[config.mk]
export PLATFORM = sky130hd
export DESIGN_NAME = programmable_clock_divider
export DESIGN_NICKNAME = d
export VERILOG_FILES = /design/src/rtl/programmable_clock_divider.sv
export SDC_FILE = /design/constraint.sdc
export NUM_CORES = 1
export LEC_CHECK = 0
export BUFFER_PORTS_ARGS = -buffer_cell sky130_fd_sc_hd__buf_2
export CAP_MARGIN = 5
export CELL_PAD_IN_SITES_DETAIL_PLACEMENT = 0
export CELL_PAD_IN_SITES_GLOBAL_PLACEMENT = 1
export CORE_MARGIN = 2
export CORE_UTILIZATION = 45
export DETAILED_ROUTE_END_ITERATION = 7
export GPL_ROUTABILITY_DRIVEN = 0
export HOLD_SLACK_MARGIN = 0.08
export PLACE_DENSITY_LB_ADDON = 0.1
export SETUP_SLACK_MARGIN = 0.1
export SLEW_MARGIN = 20
export SYNTH_ARGS = -nofsm -noshare
export SYNTH_HDL_FRONTEND = slang
export SYNTH_SLANG_ARGS = --single-unit
[constraint.sdc]
create_clock -name i_clock -period 4.03 [get_ports i_clock]
set_input_delay 0.6045 -clock i_clock [delete_from_list [all_inputs] [get_ports i_clock]]
set_output_delay 0.6045 -clock i_clock [all_outputs]
set_load 0.01 [all_outputs]
[src/rtl/programmable_clock_divider.sv]
// Runtime-programmable clock divider with even/odd divisors and edge strobes.
// Divisor changes take effect only at the falling edge of o_div_clock.
//
// Ports:
//   i_clock      system clock, all logic on its rising edge
//   i_reset      synchronous reset, active high
//   i_enable     count enable; low freezes the divider
//   i_divisor    requested divide ratio D (WIDTH bits)
//   i_load       strobe: capture i_divisor as the pending divisor
//   o_div_clock  divided clock (registered)
//   o_rise_tick  one-cycle strobe in the first cycle o_div_clock reads 1
//   o_fall_tick  one-cycle strobe in the first cycle o_div_clock reads 0
//   o_pending    a loaded divisor is waiting for the next period boundary
module programmable_clock_divider #(
  parameter int WIDTH     = 8,
  parameter int RESET_DIV = 4
) (
  input  logic             i_clock,
  input  logic             i_reset,
  input  logic             i_enable,
  input  logic [WIDTH-1:0] i_divisor,
  input  logic             i_load,
  output logic             o_div_clock,
  output logic             o_rise_tick,
  output logic             o_fall_tick,
  output logic             o_pending
);

  if (RESET_DIV < 2 ||
      (WIDTH < 31 && RESET_DIV >= (1 << WIDTH))) begin : g_bad_reset_div
    $error("RESET_DIV must be >= 2 and < 2**WIDTH");
  end

  localparam logic [WIDTH-1:0] RESET_D = WIDTH'(RESET_DIV);
  localparam logic [WIDTH-1:0] ONE     = WIDTH'(1);
  localparam logic [WIDTH-1:0] TWO     = WIDTH'(2);

  typedef enum logic {
    ST_LOW  = 1'b0,
    ST_HIGH = 1'b1
  } state_e;

  state_e           state_q, state_d;
  logic [WIDTH-1:0] cnt_q, cnt_d;
  logic [WIDTH-1:0] div_q, div_d;
  logic [WIDTH-1:0] pdiv_q, pdiv_d;
  logic             pend_q, pend_d;
  logic             clk_q, clk_d;
  logic             rise_q, rise_d;
  logic             fall_q, fall_d;

  logic [WIDTH-1:0] low_len;
  logic [WIDTH-1:0] high_len;
  logic             low_end;
  logic             high_end;
  logic             boundary;
  logic [WIDTH-1:0] load_val;

  // Odd divisors put the extra cycle in the high phase.
  assign low_len  = div_q >> 1;
  assign high_len = div_q - low_len;
  assign low_end  = (cnt_q == low_len - ONE);
  assign high_end = (cnt_q == high_len - ONE);
  assign boundary = i_enable && (state_q == ST_HIGH) && high_end;
  assign load_val = (i_divisor < TWO) ? TWO : i_divisor;

  // State register
  always_ff @(posedge i_clock) begin
    if (i_reset) begin
      state_q <= ST_LOW;
      cnt_q   <= '0;
      div_q   <= RESET_D;
      pdiv_q  <= '0;
      pend_q  <= 1'b0;
      clk_q   <= 1'b0;
      rise_q  <= 1'b0;
      fall_q  <= 1'b0;
    end else begin
      state_q <= state_d;
      cnt_q   <= cnt_d;
      div_q   <= div_d;
      pdiv_q  <= pdiv_d;
      pend_q  <= pend_d;
      clk_q   <= clk_d;
      rise_q  <= rise_d;
      fall_q  <= fall_d;
    end
  end

  // Next-state logic
  always_comb begin
    state_d = state_q;
    cnt_d   = cnt_q;
    if (i_enable) begin
      unique case (state_q)
        ST_LOW: begin
          if (low_end) begin
            state_d = ST_HIGH;
            cnt_d   = '0;
          end else begin
            cnt_d = cnt_q + ONE;
          end
        end
        ST_HIGH: begin
          if (high_end) begin
            state_d = ST_LOW;
            cnt_d   = '0;
          end else begin
            cnt_d = cnt_q + ONE;
          end
        end
      endcase
    end
  end

  // Output logic (registered outputs, ticks default low)
  always_comb begin
    clk_d  = clk_q;
    rise_d = 1'b0;
    fall_d = 1'b0;
    if (i_enable) begin
      if (state_q == ST_LOW && low_end) begin
        clk_d  = 1'b1;
        rise_d = 1'b1;
      end
      if (state_q == ST_HIGH && high_end) begin
        clk_d  = 1'b0;
        fall_d = 1'b1;
      end
    end
  end

  // Divisor load/apply. A load in the boundary cycle bypasses the
  // pending register so the next low phase already uses it.
  always_comb begin
    div_d  = div_q;
    pdiv_d = pdiv_q;
    pend_d = pend_q;
    if (boundary) begin
      if (i_load) begin
        div_d  = load_val;
        pend_d = 1'b0;
      end else if (pend_q) begin
        div_d  = pdiv_q;
        pend_d = 1'b0;
      end
    end else if (i_load) begin
      pdiv_d = load_val;
      pend_d = 1'b1;
    end
  end

  assign o_div_clock = clk_q;
  assign o_rise_tick = rise_q;
  assign o_fall_tick = fall_q;
  assign o_pending   = pend_q;

endmodule
# --- Word level (Yosys, flattened, before mapping) ---
# Index checks and enable logic that the tools add are counted.
# Widths: inputs -> output; s select.
op_classes:
  add_sub_neg: 4
  multipliers: 0
  div: 0
  n_lt_le_gt_ge: 1
  eq_ne: 2
  shifts: 0
  muxes: 13
  n_bitwise: 3
  reduce_logical: 11
ops:
  columns: ["operator", "count"]
  rows:
  - ["$mux 8", 5]
  - ["$eq 8x8->1", 2]
  - ["$pmux 8 s2", 1]
  - ["$add 8x1->8 const B", 1]
  - ["$lt 8x2->1 const B", 1]
  - ["$sub 7x1->8 const B", 1]
  - ["$sub 8x1->8 const B", 1]
  - ["$sub 8x7->8", 1]
  - ["$mux 1", 6]
  - ["$reduce_and 2->1", 3]
  - ["$logic_and 1x1->1", 4]
  - ["$reduce_bool 2->1", 2]
  - ["$reduce_or 2->1", 2]
  - ["$not 1->1", 3]
  - ["$pmux 1 s2", 1]
totals:
  ff_bits: 29
  latch_bits: 0
  mem_bits_rw: 0
  rom_bits: 0
  output_inout_bits: 4
  word_cells: 42
  mem_count: 0

# --- Logic depth before layout (Yosys ltp) ---
# Gate-level depths: netlist of the first run.
depth:
  ltp_word: 6
  ltp_mapped: 9

# --- Worst setup path after synthesis of the first run ---
# Ideal clock, no wire load.
synth_timing:
  path_kind: "register to register"
  from: "register div_q[1]"
  to: "register div_q[0]"
  arrival_time_ps: 2522
  required_time_ps: 3909
  path_slack_ps: 1388
  stages_incl_launch_ff: 10
  path_cell_list: "dfxtp_1 > inv_1 > ha_1 > fa_1 > xnor2_1 > xnor2_1 > nand4_1 > nor4_4 > nand4_4 > mux2_2"
synth_between:
  elab_chain_cells: 5
synth_rtl:
  columns: ["item", "line_no", "source"]
  rows:
  - ["start, declared", "45", "logic [WIDTH-1:0] div_q, div_d;"]
  - ["start signal, assigned", "81", "div_q <= div_d;"]
  - ["$sub 8x7->8", "61", "assign high_len = div_q - low_len;"]
  - ["$sub 8x1->8", "63", "assign high_end = (cnt_q == high_len - ONE);"]
  - ["$eq 8x8->1", "63", null]
  - ["$logic_and 1x1->1", "64", "assign boundary = i_enable && (state_q == ST_HIGH) && high_end;"]
  - ["$reduce_and 2->1 (no source line)", null, null]
# Every way passes these cells.
# A chain may end at the register's enable or synchronous reset.

# --- Worst setup path in the final report of the first run ---
layout_timing:
  from: "register div_q[1]"
  to: "register cnt_q[4]"
layout_between:
  elab_chain_cells: 5
  word_cells_on_any_way: 8
layout_rtl:
  columns: ["item", "line_no", "source"]
  rows:
  - ["$sub 8x7->8", "61", null]
  - ["$sub 8x1->8", "63", null]
  - ["$eq 8x8->1", "63", null]
  - ["$mux 8", "105", "if (high_end) begin"]
  - ["$pmux 8 s2 (*)", "95", "unique case (state_q)"]
  - ["end signal, assigned", "80", "cnt_q <= cnt_d;"]
  - ["end, declared", "44", "logic [WIDTH-1:0] cnt_q, cnt_d;"]
# Mark *: on every way between the ends. The rest lies on a longest branch, timed or not.

==> summary.txt, run 1 <==
Synth
  – FF+latch count, synth: 29
  – Number of synthesized flops with an enable pin: 0
  – Top post-synthesis cells by count: nand2_1, dfxtp_1, ha_1
  – Post-Syn Area: 2230 um2
  – Yosys warning total: 0
  – Syn Area/Cell: 9.07 um2
  – Top-count cell post-synth: nand2_1
  – Gate Count Post-Synth: 246
  – Synth area leaders: dfxtp_1, ha_1, mux2i_1
  – Netlist cell types: 57
  – Async SR Flop Fraction: 0%
  – Synth top area share: 26.0%
  – Top_reg_cell synth: dfxtp_1
  – Post-Syn Nets: 275
  – Seq/Total Area, Yosys: 26.0%
  – Cell taking the most area after synthesis: dfxtp_1

Clock network
  – Clock sink total: 29
  – Clk root buf: clkbuf_8
  – Clock buffer count from CTS: 5
  – TritonCTS clock tree: built
  – Clock Latency Late Sink: 0.29 ns
  – # hold bufs at CTS: 0
  – Clk buf depth: 2
  – CTS resizes: 0
  – H-tree depth: 2
  – Clk slew on worst S/H paths: 0.07 ns
  – Setup Buffers After CTS: 0

Place
  – Dpl hpwl: 3.80 mm
  – Post-place setup slack: 1.18 ns
  – Port bufs: 15

Worst setup path
  – Startpoint Class: register
  – Critical Setup Path Class: register to register
  – CP endpoint kind: register
  – Reg2reg end: cnt_q[4]
  – CP dominant cell by count: xnor2_1
  – Crit-path slowest cell: or3_1
  – Crit path max fanout: 7
  – Worst Path Required: 4.19 ns
  – Crit path from: div_q[1]
  – Crit path cell chain: inv_1, ha_1, fa_1, xnor2_1, xnor2_1, nand4_1, or3_1, nor3_2, o221ai_1
  – Max incr delay on CP: 0.52 ns
  – Reg2reg start: div_q[1]
  – Reg2Reg Depth: 9
  – Crit path DAT: 3.04 ns
  – Setup crit end: cnt_q[4]
  – R2r setup slk: 1.15 ns

Outcome
  – Status: finished, final reports clean

Route
  – Post-route DRC: 0
  – Vias/cell: 5.28
  – DRT Pass-1 Iters: 4
  – Routed wire length: 4.95 mm
  – Routed vias: 1712
  – Routed WL per cell: 15.3 um
  – Initial DRC Count: 66
  – Antenna Nets Post-Route: 0

Floorplanning
  – Core Area: 4750 um2
  – Num rows: 25
  – Die H: 74.4 um
  – Die ar.: 5540 um2
  – Width of the chip: 74.4 um
  – Ports: 16
  – Initial Util: 46.9%

Global route
  – Initial antenna violation count: 0
  – Pin count of the biggest net entering global routing: 33
  – Tot GR Track Use: 20.4%
  – Vias in the first global route: 1679
  – Total grt overflow: 0
  – First-pass GRT wire length: 8.34 mm

Power and ir drop
  – Switching share of total power: 26.2%
  – Clock network power share: 43.8%
  – Pint: 0.000541 W
  – Worst VDD drop: 0.180 mV
  – Pwr/cell area: 300 nW/um2
  – Design Power: 0.000734 W
  – Sw power: 0.000193 W
  – Power share of the sequential group: 42.0%
  – LEAKAGE: 1.01 nW
  – Comb power frac: 14.2%

Final layout
  – Layout cell share with drive strength beyond 1: 18.7%
  – Layout Utilization: 51.5%
  – Ant. Diodes: 0
  – Post-layout nets: 285
  – # fillers: 471
  – Area grow syn2layout: 9.76%

Timing
  – Setup violators final: 0
  – Slew margin rel.: 40.1%
  – Fmax: 347 MHz
  – Setup_tns: 0 ns
  – Final hold vios: 0
  – Fin. max-slew vios: 0
  – Tcrit/Tclk final: 71.5%
  – Crit path time final: 2.88 ns
  – RSZ-0062 raised after global routing: no
  – Clock skew: 0.00689 ns
  – Post-route setup slack: 1.15 ns
  – Worst-Margin Slew: 0.897 ns

Worst hold path
  – Worst min-delay path startpoint: pdiv_q[2]
  – Worst hold-check path type: register to register

Flow run
  – Max_cap viols: 0
==> sequential cells by signal (all words and copies together) (netlist names) <==
name	flops
cnt_q	8
div_q	8
pdiv_q	8
o_div_clock	1
o_fall_tick	1
o_pending	1
o_rise_tick	1
state_q	1
==> worst min-delay path by stage <==
stage                endpoint  slack [ns]  cells past startpoint
floorplan           pdiv_q[2]        0.43                      2
global placement    pdiv_q[7]        0.44                      2
detailed placement  pdiv_q[2]        0.45                      2
CTS                 pdiv_q[2]        0.45                      2
global route        pdiv_q[7]        0.49                      2
finish              pdiv_q[2]        0.45                      2
==> power groups by stage <==
stage          logic [W]  registers [W]  clock network, W
2_1_floorplan  0.0000793       0.000312                 0
6_report        0.000104       0.000308          0.000322
3_5_place_dp    0.000104       0.000314                 0
5_1_grt         0.000117       0.000309          0.000341
3_3_place_gp    0.000104       0.000314                 0
4_1_cts         0.000105       0.000308          0.000326
==> cell usage in the layout, fill, tap and decap left out, drive strengths merged, types with 2 or more instances in the layout <==
cell type / count
mux2: 7
nand2: 36
xnor2: 14
nor4: 6
or3: 3
o311ai: 3
clkbuf: 6
o31ai: 2
nor3: 2
xor2: 13
mux2i: 15
o22ai: 2
nand4: 6
a211oi: 5
nor2: 9
a21boi: 2
nand2b: 5
o21a: 2
dfxtp: 29
a31oi: 4
o211ai: 4
buf: 15
nor2b: 5
inv: 14
ha: 16
a21oi: 7
o221ai: 3
nand3: 6
and3: 2
==> cells by family after synthesis <==
| kind of cell | share of synthesized area, % |
|---|---|
| buffers and inverters | 5.10 |
| AOI/OAI and AO/OA | 16.6 |
| and+or+nand+nor | 20.5 |
| DFF | 26.0 |
| muxes | 10.3 |
| xor gates and xnor gates | 11.6 |
| adders and majority gates | 9.87 |
==> area by class of cell <==
cell class	count	area [um2]	area share [%]
multi-input combinational	191	1540	62.7
inverter	14	52.6	2.15
timing repair buffer	15	75.1	3.07
clock buffer	6	82.6	3.37
tap	67	83.8	3.42
sequential	29	581	23.7
clock inverter	2	37.5	1.53
==> metal layers <==
| layer | global-route usage [%] | up-vias | wire (um) |
|---|---|---|---|
| li1 | - | 893 | - |
| met1 | 28.5 | 784 | 2550 |
| met2 | 29.5 | 22 | 2100 |
| met3 | 4.74 | 13 | 153 |
| met4 | 10.1 | 0 | 141 |
| met5 | 0 | - | 0 |
==> per-stage QoR <==
| stage | cells | hold slack, ns | cell area [um2] |
|---|---|---|---|
| after global placement | 316 | 0.445 | 2330 |
| after detailed placement | 316 | 0.445 | 2330 |
| after floorplan | 246 | 0.430 | 2230 |
| final | 324 | 0.453 | 2450 |
| after global routing | 324 | 0.491 | 2450 |
| after CTS | 324 | 0.454 | 2450 |
==> critical path, delay by kind of cell, from the launching register on <==
kind            cells  cell delay, ns
buf+inv             1            0.10
fa+ha+maj           2            0.62
compound gates      1            0.15
xor+xnor            2            0.36
simple gates        3            1.06
flops               1            0.46
(Power assumes the default switching activity.)
==> run 2: changes to the inputs <==
- ABC_AREA: default -> 1
- CORE_UTILIZATION: 45 -> 43
- clock period: 4.03 -> 2.65 ns (I/O delays scaled with it)
==> run 2 against run 1 <==
Synthesized cell count is 31% higher. Total power up 55%. Worst setup slack got worse by 0.82 ns. Critical path depth is 5 higher. Clock skew down 0.0027 ns. Largest cell class unchanged. Clock-buffer cell count increased by 1. Worst hold slack worse by 0.080 ns. Utilization is 1.4 points lower. Global-route usage is 0.86 points lower.
==> summary.txt, run 2 <==
Outcome
  – Status: finished, final reports clean

Timing
  – RSZ-0062 raised after global routing: no
  – Setup_tns: 0 ns
  – Final hold vios: 0
  – Fin. max-slew vios: 0
  – Crit path time final: 2.32 ns
  – Slew margin rel.: 65.7%
  – Fmax: 431 MHz
  – Setup violators final: 0
  – Worst-Margin Slew: 0.510 ns
  – Clock skew: 0.00422 ns
  – Tcrit/Tclk final: 87.5%

Floorplanning
  – Die ar.: 5730 um2
  – Core Area: 5040 um2
  – Die H: 75.7 um
  – Width of the chip: 75.7 um
  – Initial Util: 43.8%
  – Ports: 16
  – Num rows: 26

Global route
  – First-pass GRT wire length: 8.29 mm
  – Total grt overflow: 0
  – Pin count of the biggest net entering global routing: 20
  – Vias in the first global route: 1739
  – Initial antenna violation count: 0
  – Tot GR Track Use: 19.6%

Route
  – Routed vias: 1939
  – Initial DRC Count: 100
  – Routed wire length: 5.11 mm
  – DRT Pass-1 Iters: 4
  – Antenna Nets Post-Route: 0
  – Routed WL per cell: 12.3 um
  – Post-route DRC: 0
  – Vias/cell: 4.66

Clock network
  – Clock buffer count from CTS: 5
  – TritonCTS clock tree: built
  – Clock Latency Late Sink: 0.28 ns
  – Clk root buf: clkbuf_8
  – H-tree depth: 2
  – Clock sink total: 29
  – Clk buf depth: 2
  – Clk slew on worst S/H paths: 0.07 ns

Synth
  – FF+latch count, synth: 29
  – Async SR Flop Fraction: 0%
  – Syn Area/Cell: 6.84 um2
  – Top-count cell post-synth: nand2_1
  – Post-Syn Area: 2210 um2
  – Number of synthesized flops with an enable pin: 0
  – Netlist cell types: 36
  – Top_reg_cell synth: dfxtp_1
  – Synth area leaders: dfxtp_1, nand2_1, ha_1
  – Post-Syn Nets: 352
  – Yosys warning total: 0
  – Cell taking the most area after synthesis: dfxtp_1
  – Top post-synthesis cells by count: nand2_1, inv_1, nor2_1
  – Synth top area share: 26.3%
  – Gate Count Post-Synth: 323
  – Seq/Total Area, Yosys: 26.3%

Power and ir drop
  – Clock network power share: 42.3%
  – Power share of the sequential group: 41.2%
  – Worst VDD drop: 0.284 mV
  – Comb power frac: 16.5%
  – Pwr/cell area: 449 nW/um2
  – Switching share of total power: 27.0%
  – Sw power: 0.000306 W
  – Pint: 0.000828 W
  – LEAKAGE: 1.16 nW
  – Design Power: 0.00113 W

Place
  – Dpl hpwl: 3.96 mm
  – Port bufs: 15

Worst setup path
  – Crit path DAT: 2.50 ns
  – Reg2reg start: div_q[1]
  – Reg2Reg Depth: 14
  – CP endpoint kind: register
  – Reg2reg end: pdiv_q[2]
  – Setup crit end: pdiv_q[2]
  – Critical Setup Path Class: register to register
  – Startpoint Class: register
  – Crit path from: div_q[1]
  – R2r setup slk: 0.33 ns
  – Crit path max fanout: 6
  – Worst Path Required: 2.83 ns

Worst hold path
  – Worst min-delay path startpoint: i_divisor[5]
  – Worst hold-check path type: input pin to register

Final layout
  – Layout cell share with drive strength beyond 1: 17.1%
  – Ant. Diodes: 0
  – Area grow syn2layout: 14.3%
  – Commonest non-fill, non-tap cells in the layout: nand2_1, inv_1, nor2_1
  – Top flop regs: cnt_q (8), div_q (8), pdiv_q (8)
  – Most common cell after layout, fill and taps aside: nand2_1
  – Post-layout nets: 374

Flow run
  – Max_cap viols: 0
run 2: changes by cell type in the layout (fill, tap and decap cells not counted), moves of 6 or more:
cell     previous run  this run
mux2_2              6         0
nand4_1             4        12
o21ai_0             0         8
inv_1              14        38
nand3_1             6        16
nor2_1              9        30
nand2_1            36        89
mux2i_1            15         0
a21oi_1             5        13
nor2_2              0         6
run 2: worst min-delay path by stage:
stage                  endpoint  slack (ns)  cells after the start
floorplan              div_q[0]        0.45                      2
global placement        state_q        0.47                      2
detailed placement  o_div_clock        0.46                      2
CTS                   pdiv_q[5]        0.37                      3
global route          pdiv_q[4]        0.38                      3
finish                pdiv_q[5]        0.37                      3
run 2: worst max-delay path, stage by stage (launching register included):
cell and delay [ns]:
dfxtp_1 0.34, inv_2 0.07, ha_4 0.16, fa_1 0.50
inv_1 0.06, a21oi_1 0.11, nand3_1 0.09, nor2_2 0.13
nand3_2 0.10, nor2_4 0.16, nand4_4 0.19, nand2_8 0.15
nand2_1 0.05, nand2_1 0.05, nor2_1 0.05
run 2: metal layers:
layer / global-route usage [%] / vias up / routed length [um]
li1: - / 1065 / -
met1: 25.5 / 851 / 2500
met2: 33.0 / 16 / 2430
met3: 3.57 / 7 / 106
met4: 5.85 / 0 / 72
met5: 0 / - / 0
run 2: what timing repair did:
action                                 in CTS  in global routing
hold buffers                                0                  0
endpoints found under the hold margin       0                  0
buffers inserted                            0                  2
resized for setup                           0                  7
setup endpoints to repair                   0                 13
run 2: cell type report:
| cell class | count | area, um2 |
|---|---|---|
| Tap cell | 70 | 87.6 |
| Clock inverter | 1 | 30.0 |
| Sequential cell | 29 | 581 |
| Fill cell | 548 | 2520 |
| Inverter | 45 | 171 |
| Clock buffer | 7 | 86.3 |
| Multi-Input combinational cell | 244 | 1460 |
| Timing Repair Buffer | 20 | 113 |
run 2: cells by family (layout without fill, tap and decap cells):
family / count (synthesis) / after routing / share of synthesized area, %
buffers and inverters: 52 / 73 / 10.4
adders and majority gates: 17 / 17 / 9.96
AOI/OAI and AO/OA: 27 / 27 / 6.85
and+or+nand+nor: 178 / 180 / 38.6
DFF: 29 / 29 / 26.3
xor gates and xnor gates: 20 / 20 / 7.92
run 2: through the flow:
| stage | cell area, um2 | setup WS [ns] | hold slack [ns] | cells | utilization (%) |
|---|---|---|---|---|---|
| 6_report | 2530 | 0.332 | 0.373 | 416 | 50.1 |
| 2_1_floorplan | 2210 | 0.307 | 0.445 | 323 | - |
| 3_5_place_dp | 2340 | 0.285 | 0.458 | 404 | 46.4 |
| 4_1_cts | 2450 | 0.269 | 0.367 | 412 | 48.7 |
| 5_1_grt | 2530 | 0.119 | 0.379 | 416 | 50.1 |
| 3_3_place_gp | 2340 | 0.332 | 0.471 | 404 | 46.4 |
run 2: power by group through the flow:
stage	Clock (W)	Sequential (W)	Combinational (W)
final	0.000480	0.000467	0.000187
after global routing	0.000516	0.000468	0.000214
after CTS	0.000493	0.000466	0.000180
after detailed placement	0	0.000476	0.000178
after global placement	0	0.000476	0.000179
after floorplan	0	0.000476	0.000134
==> run 3: changes to the inputs <==
- PLACE_DENSITY: default -> 0.89
- PLACE_DENSITY_LB_ADDON: 0.1 -> default
- RECOVER_POWER: default -> 50
==> run 3 against run 2 <==
Worst setup slack got worse by 0.084 ns. Critical path depth unchanged. Total power decreased by 0.24%. Clock skew increased by 0.0013 ns. Flip-flop and latch count unchanged. Combinational power decreased by 4%. Largest cell class unchanged. Highest routed layer unchanged.
==> summary.txt, run 3 (synthesis gave the netlist of run 2 again) <==
Outcome
  – Status: finished, final reports clean

Timing
  – Post-route setup slack: 0.248 ns
  – RSZ-0062 raised after global routing: no
  – Setup violators final: 0
  – Tcrit/Tclk final: 90.7%
  – Hold WS: 0.370 ns
  – Crit path time final: 2.40 ns
  – Setup_tns: 0 ns
  – Fin. max-slew vios: 0
  – Worst-Margin Slew: 0.455 ns
  – Fmax: 416 MHz
  – Clock skew: 0.00554 ns
  – Slew margin rel.: 69.4%
  – Final hold vios: 0

Global route
  – Vias in the first global route: 1629
  – Pin count of the biggest net entering global routing: 20
  – Initial antenna violation count: 0
  – First-pass GRT wire length: 7.67 mm
  – Tot GR Track Use: 17.9%
  – Total grt overflow: 0

Final layout
  – Commonest non-fill, non-tap cells in the layout: nand2_1, inv_1, nor2_1
  – Layout cell share with drive strength beyond 1: 15.1%
  – Ant. Diodes: 0
  – Post-layout nets: 372
  – Top flop regs: cnt_q (8), div_q (8), pdiv_q (8)
  – Most common cell after layout, fill and taps aside: nand2_1
  – Area grow syn2layout: 13.3%
  – # fillers: 542

Power and ir drop
  – Pint: 0.000822 W
  – Pwr/cell area: 451 nW/um2
  – Comb power frac: 15.9%
  – Sw power: 0.000309 W
  – Design Power: 0.00113 W
  – LEAKAGE: 1.14 nW
  – Worst VDD drop: 0.258 mV
  – Clock network power share: 42.8%
  – Power share of the sequential group: 41.3%
  – Switching share of total power: 27.3%

Floorplanning
  – Core Area: 5040 um2
  – Width of the chip: 75.7 um
  – Num rows: 26
  – Ports: 16
  – Initial Util: 43.8%
  – Die ar.: 5730 um2
  – Die H: 75.7 um

Worst setup path
  – Reg2reg start: div_q[1]
  – Crit path from: div_q[1]
  – Reg2Reg Depth: 14
  – Crit path max fanout: 7
  – Startpoint Class: register
  – R2r setup slk: 0.25 ns
  – CP endpoint kind: register
  – Worst Path Required: 2.82 ns
  – Crit path DAT: 2.58 ns
  – Critical Setup Path Class: register to register
  – Reg2reg end: cnt_q[6]

Clock network
  – H-tree depth: 2
  – Clock buffer count from CTS: 5
  – Clk slew on worst S/H paths: 0.07 ns
  – Clock sink total: 29
  – Clk buf depth: 2
  – Clk root buf: clkbuf_8
  – Clock Latency Late Sink: 0.28 ns
  – # hold bufs at CTS: 0
  – TritonCTS clock tree: built

Place
  – Post-place setup slack: 0.244 ns
  – Port bufs: 15
  – Dpl hpwl: 3.72 mm

Worst hold path
  – Worst hold-check path type: input pin to register
  – WHS Endpoint: pdiv_q[6]
  – Cell count of the worst hold path: 3
  – Worst min-delay path startpoint: i_divisor[6]

Route
  – Routed WL per cell: 11.8 um
  – Post-route DRC: 0
  – Vias/cell: 4.83
  – Initial DRC Count: 153
  – DRT Pass-1 Iters: 5
  – Routed vias: 2000
  – Routed wire length: 4.90 mm
  – Antenna Nets Post-Route: 0

Flow run
  – Max_cap viols: 0
run 3: changes by cell type in the layout (fill, tap and decap cells not counted), moves of 2 or more:
cell and delta:
nand3_2 -2, buf_4 -2, clkbuf_1 +3, buf_2 -4
run 3: worst max path at each step:
stage                     end  slack, ns  depth (start not counted)
global placement     cnt_q[4]       0.27                         14
floorplan           pdiv_q[5]       0.31                         15
CTS                  cnt_q[6]       0.22                         14
finish               cnt_q[6]       0.25                         14
global route         div_q[2]       0.06                         13
detailed placement   cnt_q[3]       0.24                         14
run 3: layout make-up:
cell class                      count  area, um2  area share (%)
Multi-Input combinational cell    244       1450            57.9
Sequential cell                    29        582            23.2
Inverter                           45        171            6.84
Timing Repair Buffer               18       92.6            3.70
Tap cell                           70       87.6            3.50
Clock buffer                        6       82.6            3.30
Clock inverter                      2       37.5            1.50
run 3: critical path, cell delays in order (launching register included):
cell and delay, ns:
dfxtp_2 0.33, inv_2 0.06, ha_4 0.16, fa_1 0.57, inv_1 0.06, a21oi_1 0.12, nand3_1 0.10, nor2_2 0.10
nand3_2 0.10, nor2_4 0.15, nand3_1 0.15, nand2_1 0.10, nand2_1 0.09, nand2_4 0.14, nor2_1 0.05
run 3: per-stage QoR:
stage	area (um2)	util, %	instances
after floorplan	2210	-	323
after global placement	2330	46.2	403
after global routing	2500	49.7	414
after detailed placement	2330	46.2	403
final	2500	49.7	414
after CTS	2450	48.6	411
run 3: power groups by stage:
| stage | sequential (W) | clock [W] | combinational [W] |
|---|---|---|---|
| 5_1_grt | 0.000469 | 0.000518 | 0.000203 |
| 4_1_cts | 0.000466 | 0.000494 | 0.000172 |
| 3_5_place_dp | 0.000476 | 0 | 0.000172 |
| 2_1_floorplan | 0.000476 | 0 | 0.000134 |
| 6_report | 0.000467 | 0.000484 | 0.000180 |
| 3_3_place_gp | 0.000476 | 0 | 0.000170 |
run 3: routing by layer:
metal  vias to the layer above  global-route usage [%]  wire length [um]
li1                       1060                       -                 -
met1                       885                    24.9              2330
met3                         9                    3.57               174
met2                        46                    27.9              2310
met4                         0                    5.85                81
met5                         -                       0                 0
run 3: repair_timing:
| action | in CTS | in global routing |
|---|---|---|
| gates resized for setup | 0 | 9 |
| setup endpoints to repair | 0 | 18 |
| setup buffers | 0 | 1 |
